===== src/rtl/bus_pack_fifo_if.sv =====
// -----------------------------------------------------------------------------
// bus_pack_fifo_if
//
// Purpose : Groups the write (SHA3 core side) and read (bus side) signals of
//           bus_pack_fifo into one bundle so they travel together.
//
// Signals :
//   write_data     [63:0]   word to pack
//   write_en                one word offered per cycle
//   read                    pop the head entry
//   read_data      [127:0]  head entry, show-ahead
//   fifo_full               entry count == DEPTH
//   fifo_half_full          entry count >= DEPTH/2
//   fifo_empty              entry count == 0
//   word_pending            low half captured, upper half not yet written
//   flush                   only with BUS_PACK_FIFO_FLUSH_EN: push a lone
//                           pending half with a zero upper half
//
// Modports:
//   master - the side that writes words and pops entries
//   slave  - the FIFO itself
//
// Optional feature macro: BUS_PACK_FIFO_FLUSH_EN
// -----------------------------------------------------------------------------
interface bus_pack_fifo_if;
    logic [63:0]  write_data;
    logic         write_en;
    logic         read;
    logic [127:0] read_data;
    logic         fifo_full;
    logic         fifo_half_full;
    logic         fifo_empty;
    logic         word_pending;
`ifdef BUS_PACK_FIFO_FLUSH_EN
    logic         flush;

    modport master (
        output write_data, write_en, read, flush,
        input  read_data, fifo_full, fifo_half_full, fifo_empty, word_pending
    );

    modport slave (
        input  write_data, write_en, read, flush,
        output read_data, fifo_full, fifo_half_full, fifo_empty, word_pending
    );
`else
    modport master (
        output write_data, write_en, read,
        input  read_data, fifo_full, fifo_half_full, fifo_empty, word_pending
    );

    modport slave (
        input  write_data, write_en, read,
        output read_data, fifo_full, fifo_half_full, fifo_empty, word_pending
    );
`endif
endinterface : bus_pack_fifo_if


===== src/rtl/bus_pack_fifo.sv =====
// -----------------------------------------------------------------------------
// bus_pack_fifo
//
// Purpose : Width-up FIFO on the return path from the SHA3 core to the bus.
//           Pairs of 64-bit words are packed into 128-bit entries: the first
//           word of a pair fills [63:0] and the second fills [127:64]. The
//           read side is show-ahead: the head entry is always on read_data and
//           read pops it.
//
// Ports   :
//   clk    in   clock, all state updates on the rising edge
//   rst    in   synchronous active-low reset
//   bus    slave modport of bus_pack_fifo_if (write/read data, strobes, flags)
//
// Parameter:
//   DEPTH  number of 128-bit entries; power of 2, at least 2
//
// Optional feature macro: BUS_PACK_FIFO_FLUSH_EN
//   When defined, bus.flush pushes a lone pending low half as {64'h0, lo}.
//   When undefined, a trailing odd word stays pending until its partner
//   arrives.
// -----------------------------------------------------------------------------
//
//   state | meaning
//   ------+---------------------------------------------------------------
//   LOW   | no half held; next accepted word is captured into lo_reg
//   HIGH  | lo_reg holds the low half; next accepted word completes the
//         | pair and pushes one entry (or a flush pushes it zero-padded)
//
module bus_pack_fifo #(
    parameter int DEPTH = 8
) (
    input  logic           clk,
    input  logic           rst,
    bus_pack_fifo_if.slave bus
);

    localparam int AW = $clog2(DEPTH);

    localparam logic [AW:0]   CNT_FULL = (AW + 1)'(DEPTH);
    localparam logic [AW:0]   CNT_HALF = (AW + 1)'(DEPTH / 2);
    localparam logic [AW:0]   CNT_ONE  = (AW + 1)'(1);
    localparam logic [AW-1:0] PTR_ONE  = AW'(1);

    typedef enum logic {
        LOW  = 1'b0,
        HIGH = 1'b1
    } pack_state_t;

    pack_state_t    state;
    pack_state_t    state_nxt;

    logic [127:0]   mem [DEPTH];
    logic [AW-1:0]  wr_ptr;
    logic [AW-1:0]  rd_ptr;
    logic [AW:0]    count;
    logic [63:0]    lo_reg;

    logic           full;
    logic           empty;
    logic           wr_acc;
    logic           pop;
    logic           push;
    logic           lo_load;
    logic [127:0]   push_data;

    // Flags come straight from the registered count, so they move one cycle
    // after the edge that changed it.
    assign full  = (count == CNT_FULL);
    assign empty = (count == '0);

    // A full FIFO refuses every write, even with a pop in the same cycle:
    // the pop frees the slot only after the edge.
    assign wr_acc = bus.write_en && !full;
    assign pop    = bus.read && !empty;

    // Pack FSM: next state and push/capture decisions.
    always_comb begin
        state_nxt = state;
        push      = 1'b0;
        lo_load   = 1'b0;
        push_data = {64'h0, lo_reg};
        case (state)
            LOW: begin
                if (wr_acc) begin
                    lo_load   = 1'b1;
                    state_nxt = HIGH;
                end
            end
            HIGH: begin
                if (wr_acc) begin
                    push      = 1'b1;
                    push_data = {bus.write_data, lo_reg};
                    state_nxt = LOW;
                end
`ifdef BUS_PACK_FIFO_FLUSH_EN
                // A real write always wins over flush in the same cycle.
                else if (bus.flush && !full) begin
                    push      = 1'b1;
                    push_data = {64'h0, lo_reg};
                    state_nxt = LOW;
                end
`endif
            end
            default: begin
                state_nxt = LOW;
            end
        endcase
    end

    always_ff @(posedge clk) begin
        if (!rst) begin
            state  <= LOW;
            lo_reg <= '0;
            wr_ptr <= '0;
            rd_ptr <= '0;
            count  <= '0;
        end else begin
            state <= state_nxt;
            if (lo_load) begin
                lo_reg <= bus.write_data;
            end
            if (push) begin
                wr_ptr <= wr_ptr + PTR_ONE;
            end
            if (pop) begin
                rd_ptr <= rd_ptr + PTR_ONE;
            end
            case ({push, pop})
                2'b10:   count <= count + CNT_ONE;
                2'b01:   count <= count - CNT_ONE;
                default: count <= count;
            endcase
        end
    end

    // Storage is not reset; entries are only meaningful between the pointers.
    always_ff @(posedge clk) begin
        if (push) begin
            mem[wr_ptr] <= push_data;
        end
    end

    assign bus.read_data      = mem[rd_ptr];
    assign bus.fifo_full      = full;
    assign bus.fifo_half_full = (count >= CNT_HALF);
    assign bus.fifo_empty     = empty;
    assign bus.word_pending   = (state == HIGH);

endmodule : bus_pack_fifo


===== src/flat_wrapper.sv =====
// flat-port wrapper written by rule: the top's interface ports become plain ports
module bus_pack_fifo_flat 
#(
    parameter int DEPTH = 8
)
  (clk, rst, bus_write_data, bus_write_en, bus_read, bus_read_data, bus_fifo_full, bus_fifo_half_full, bus_fifo_empty, bus_word_pending);
  bus_pack_fifo_if bus_i ();
  input  logic clk;
  input  logic rst;
  input wire logic [$bits(bus_i.write_data)-1:0] bus_write_data;
  input wire logic [$bits(bus_i.write_en)-1:0] bus_write_en;
  input wire logic [$bits(bus_i.read)-1:0] bus_read;
  output wire logic [$bits(bus_i.read_data)-1:0] bus_read_data;
  output wire logic [$bits(bus_i.fifo_full)-1:0] bus_fifo_full;
  output wire logic [$bits(bus_i.fifo_half_full)-1:0] bus_fifo_half_full;
  output wire logic [$bits(bus_i.fifo_empty)-1:0] bus_fifo_empty;
  output wire logic [$bits(bus_i.word_pending)-1:0] bus_word_pending;
  assign bus_i.write_data = bus_write_data;
  assign bus_i.write_en = bus_write_en;
  assign bus_i.read = bus_read;
  assign bus_read_data = bus_i.read_data;
  assign bus_fifo_full = bus_i.fifo_full;
  assign bus_fifo_half_full = bus_i.fifo_half_full;
  assign bus_fifo_empty = bus_i.fifo_empty;
  assign bus_word_pending = bus_i.word_pending;
  bus_pack_fifo #(.DEPTH(DEPTH)) u_core (.clk(clk), .rst(rst), .bus(bus_i));
endmodule

===== config.mk =====
export PLATFORM = sky130hd
export DESIGN_NAME = bus_pack_fifo_flat
export DESIGN_NICKNAME = d
export VERILOG_FILES = /design/src/rtl/bus_pack_fifo_if.sv /design/src/rtl/bus_pack_fifo.sv /design/src/flat_wrapper.sv
export SDC_FILE = /design/constraint.sdc
export NUM_CORES = 1
export LEC_CHECK = 0
export CAP_MARGIN = 10
export CORE_AREA = 2 2 329 331
export CTS_BUF_LIST = sky130_fd_sc_hd__clkbuf_16
export DETAILED_ROUTE_END_ITERATION = 10
export DIE_AREA = 0 0 331 333
export PLACE_DENSITY = 0.63
export SLEW_MARGIN = 10
export SYNTH_ARGS = -nofsm -noshare
export SYNTH_HDL_FRONTEND = slang
export SYNTH_SLANG_ARGS = --single-unit

===== constraint.sdc =====
create_clock -name clk -period 12.3 [get_ports clk]
set_clock_uncertainty 0.1 [all_clocks]
set_input_delay 1.23 -clock clk [delete_from_list [all_inputs] [get_ports clk]]
set_output_delay 1.23 -clock clk [all_outputs]
set_load 0.02 [all_outputs]

## After elaboration in Yosys (flattened, before gate mapping)

Memories as Yosys holds them, arrays and structs flattened. A register that Yosys moved wholly into a read port is not among the register bits.
Index checks and enable logic that the tools add are counted.
W data, S select, Z words.

- $add $sub $neg: 4
- Equality and inequality tests: 3
- Magnitude comparators: 1
- Bitwise operators: 1
- Muxes and demuxes: 12
- Reduce and logical (&&, ||, !) cells: 6

Operators by type and width:

| kind | count |
|---|---|
| $mux W128 | 2 |
| $pmux W4 S2 | 1 |
| $add A3 B1 Y3 const B | 2 |
| $mux W1 | 6 |
| $mux W3 | 2 |
| $add A4 B1 Y4 const B | 1 |
| $eq A4 B4 Y1 const B | 1 |
| $ge A4 B3 Y1 const B | 1 |
| $logic_not A4 Y1 | 1 |
| $sub A4 B1 Y4 const B | 1 |
| $eq A2 B1 Y1 const B | 1 |
| $eq A2 B2 Y1 const B | 1 |
| $logic_and A1 B1 Y1 | 2 |
| $logic_not A1 Y1 | 2 |
| $pmux W1 S2 | 1 |
| $reduce_bool A2 Y1 | 1 |
| $not A1 Y1 | 1 |

- Output and inout port bits: 132
- Input bits: 68
- Memories: 1
- Register bits after elaboration: 75
- RAM bits: 1024
- Logic and storage cells: 33

Memories:

| memory | words | width | read ports | clocked after Yosys merged registers in | write ports | RTL line | RTL |
|---|---|---|---|---|---|---|---|
| u_core.mem | 8 | 128 | 1 | 1 | 1 | bus_pack_fifo.sv:53 | `logic [127:0] mem [DEPTH];` |

## Logic depth before layout (Yosys ltp)

- Depth in word-level cells: 7
- Mapped depth: 13
- Depth with buffers taken out: 11

## Worst setup path after synthesis

No wires, ideal clock.

- Kind: input port to flip-flop
- Start point: input port bus_write_en
- End point: memory u_core.mem[0][0], enable pin
- Data arrival time: 10.661 ns
- Library setup time: 0.772 ns
- Path slack: 0.766 ns
- Buffers on the path: 1
- Cell stages on the path: 5
- Required time: 11.428 ns
- Cells stage by stage: nor2b_1 -> clkbuf_1 -> ha_1 -> nand2b_1 -> nor3_1

- Cells in the longest elaborated chain, start to end: 5

Ends and longest elaborated chain:

| item | RTL line | RTL |
|---|---|---|
| start, declared | flat_wrapper.sv:11 | `input wire logic [$bits(bus_i.write_en)-1:0] bus_write_en;` |
| $logic_and A1 B1 Y1 | bus_pack_fifo.sv:74 | `assign wr_acc = bus.write_en && !full;` |
| $mux W1 | bus_pack_fifo.sv:91 | `if (wr_acc) begin` |
| $mux W1 | bus_pack_fifo.sv:83 | `case (state)` |
| named net u_core.push | bus_pack_fifo.sv:63 | `logic push;` |
| $mux W1 | bus_pack_fifo.sv:139 | `if (push) begin` |
| $mux W1 (implied by the code) | bus_pack_fifo.sv:140 | `mem[wr_ptr] <= push_data;` |
| end, declared | bus_pack_fifo.sv:53 |  |

The timed path passes the listed nets, and every way through them passes these cells.

==> out/results.ini <==
[power]
ir_drop_uv=112
p_per_area_mw_per_mm2=190
p_leak_nw=15.8

[detailed_routing]
wl_um=91200
routed_via_density=5.29
drc=0
wire_per_inst_um=25.5
ant_nets=0
vias=18900
drt_iter0_drc=1454
first_pass_iters=5

[placed_design]
place.detailed.hpwl_um=44300
place_congestion=0.696
numPortBuffers=199
placed_area_mm2=0.0457

[run]
cap_violations=0

[critical_path]
crit_path_max_fanout=48
crit_path_start_kind=flip-flop
crit_type=reg -> out
critPathCaptureType=output pin
crit_required_ns=10.97
r2r-start=u_core.count[1]$_SDFFE_PN0P_
cp.arrival_ns=4.76

[floorplanning]
fp.dieW_um=331
num_io_pins=200
initial_core_util=0.398
rows=120
die_area_mm2=0.110
dieHeight_um=333
core_mm2=0.107

[timing]
fin_crit_sh=0.496
hold_ws_ns=0.424
fmax_ghz=0.164
drv_slew=0
setup_viol_count_final=0
fin_crit_ns=6.09
fin_setup_tns_ns=0
worst_slew_pin_slew_ns=1.11
rsz0062_at_grt=no
slew-limit-headroom=0.262
hold_viol=0

[finish]
mostFrequentLayoutCells=1024 x edfxtp_1, 198 x mux4_2, 198 x clkdlybuf4s50_1
final_common_cell=edfxtp_1
finalCoreUtilization=0.463
layout-drive-gt1-share=0.243
final_cell_area_mm2=0.0494
largest_register_ffs=1024
syn_to_final_growth_pct=16.3
fin_nets=2152

[min_path]
min_from=u_core.wr_ptr[0]$_SDFFE_PN0P_
hp-class=reg -> reg

[clock_network]
htree_levels=3
cts-root-buf=clkbuf_16
clock_latency_ns=0.67
clkSinkCount=1102
hold_buffers=0
path_clk_slew_ns=0.06
ctsResizeCount=0
clock_path_buffers=3
cts_buffers=110
tritoncts=yes
cts_setup_buffers=0

[global_route]
grt_max_degree=139
grt_pass1_wl_um=134000
grt_pass1_vias=20000
grt_usage=0.166
grt-ovfl-total=0
antenna_found_initial=7

[logic_synthesis]
ys_warn_count=0
seq_area_frac_synth=0.761
synth_cell_types=37
synthCells=1844
syn-num-nets=1919
synthesis.area_mm2=0.0425
avgSynthCellArea_um2=23.0
yosys_register_bits=1102

[run_status]
status=finished, final reports clean

worst paths after layout:
path,end,slack (ns),cells past startpoint
max,bus_read_data[62],6.21,5
min,u_core.wr_ptr[0]$_SDFFE_PN0P_,0.42,2
max reg2reg,u_core.mem[2][7]$_DFFE_PP_,8.40,8
min reg2reg,u_core.wr_ptr[0]$_SDFFE_PN0P_,0.42,2
cell families (layout without fill, tap and decap cells):
family | count (synthesis) | count (layout) | synth area share
other cells | 0 | 2 | 0
xor+xnor | 6 | 6 | 0.00124
mux | 451 | 451 | 0.191
buf+inv | 104 | 435 | 0.0202
simple gates | 165 | 165 | 0.0236
fa+ha+maj | 7 | 7 | 0.00206
compound gates | 9 | 9 | 0.00153
flops | 1102 | 1102 | 0.761
metal layers:
metal  part of all wire  vias up  track usage
met5           0.000088        -            0
met3              0.041      102       0.0238
met1               0.44    10200        0.227
met4              0.019        2       0.0453
li1                   -     8213            -
met2               0.50      451        0.276
where the power goes:
| group | leakage (nW) | total [mW] | internal, mW | switching (mW) |
|---|---|---|---|---|
| clock | 1.85 | 3.32 | 1.92 | 1.40 |
| combinational | 3.86 | 1.76 | 0.925 | 0.831 |
| sequential | 10.1 | 4.32 | 4.21 | 0.114 |
| total | 15.8 | 9.40 | 7.06 | 2.34 |
synth_stat cells:
master / n / area share
buf_8: 16 / 0.0057
buf_1: 7 / 0.00062
edfxtp_1: 1024 / 0.72
a32o_1: 1 / 0.00024
mux4_2: 198 / 0.10
nand2b_1: 6 / 0.00088
mux2_2: 128 / 0.034
o22ai_1: 1 / 0.00015
nor4b_2: 1 / 0.00035
clkbuf_8: 14 / 0.0045
mux2i_1: 67 / 0.016
and3_1: 64 / 0.0094
nand2_1: 8 / 0.00071
nor2_1: 7 / 0.00062
nor4_1: 1 / 0.00015
dfxtp_1: 78 / 0.037
or2_2: 1 / 0.00015
nor3b_1: 1 / 0.00018
a21oi_1: 1 / 0.00012
buf_12: 3 / 0.0014
or3_1: 1 / 0.00015
nor3_1: 2 / 0.00024
buf_4: 1 / 0.00018
xnor2_1: 3 / 0.00062
nor2b_1: 68 / 0.010
buf_6: 9 / 0.0024
a21boi_0: 3 / 0.00053
mux4_1: 58 / 0.036
xor2_1: 3 / 0.00062
clkbuf_4: 1 / 0.00018
and2_1: 5 / 0.00074
inv_1: 2 / 0.00018
ha_1: 7 / 0.0021
o21ai_0: 2 / 0.00024
clkbuf_1: 34 / 0.0030
o41a_1: 1 / 0.00027
buf_2: 17 / 0.0020
cell type report:
type / count / area [µm²]
fill: 8745 / 57200
timing repair buffer: 223 / 2280
clock buffer: 111 / 2780
tap: 1403 / 1760
antenna: 2 / 5.00
multi-input combinational: 638 / 9380
clock inverter: 99 / 865
inverter: 2 / 7.51
sequential: 1102 / 32300
metrics by stage:
stage	instances	worst slack [ns]	power, mW
6_report	3580	6.21	9.40
5_1_grt	3580	5.83	9.75
4_1_cts	3578	5.98	9.53
3_5_place_dp	3368	6.74	6.20
3_3_place_gp	3368	6.77	6.17
2_1_floorplan	1844	0.766	5.68
critical path: stages, from the launching register on:
cell	delay (ns)
dfxtp_4	0.88
buf_4	0.76
buf_4	0.84
mux4_1	0.65
mux2_2	0.28
clkdlybuf4s50_1	0.54
No activity file was read; power rests on OpenSTA's default activity.
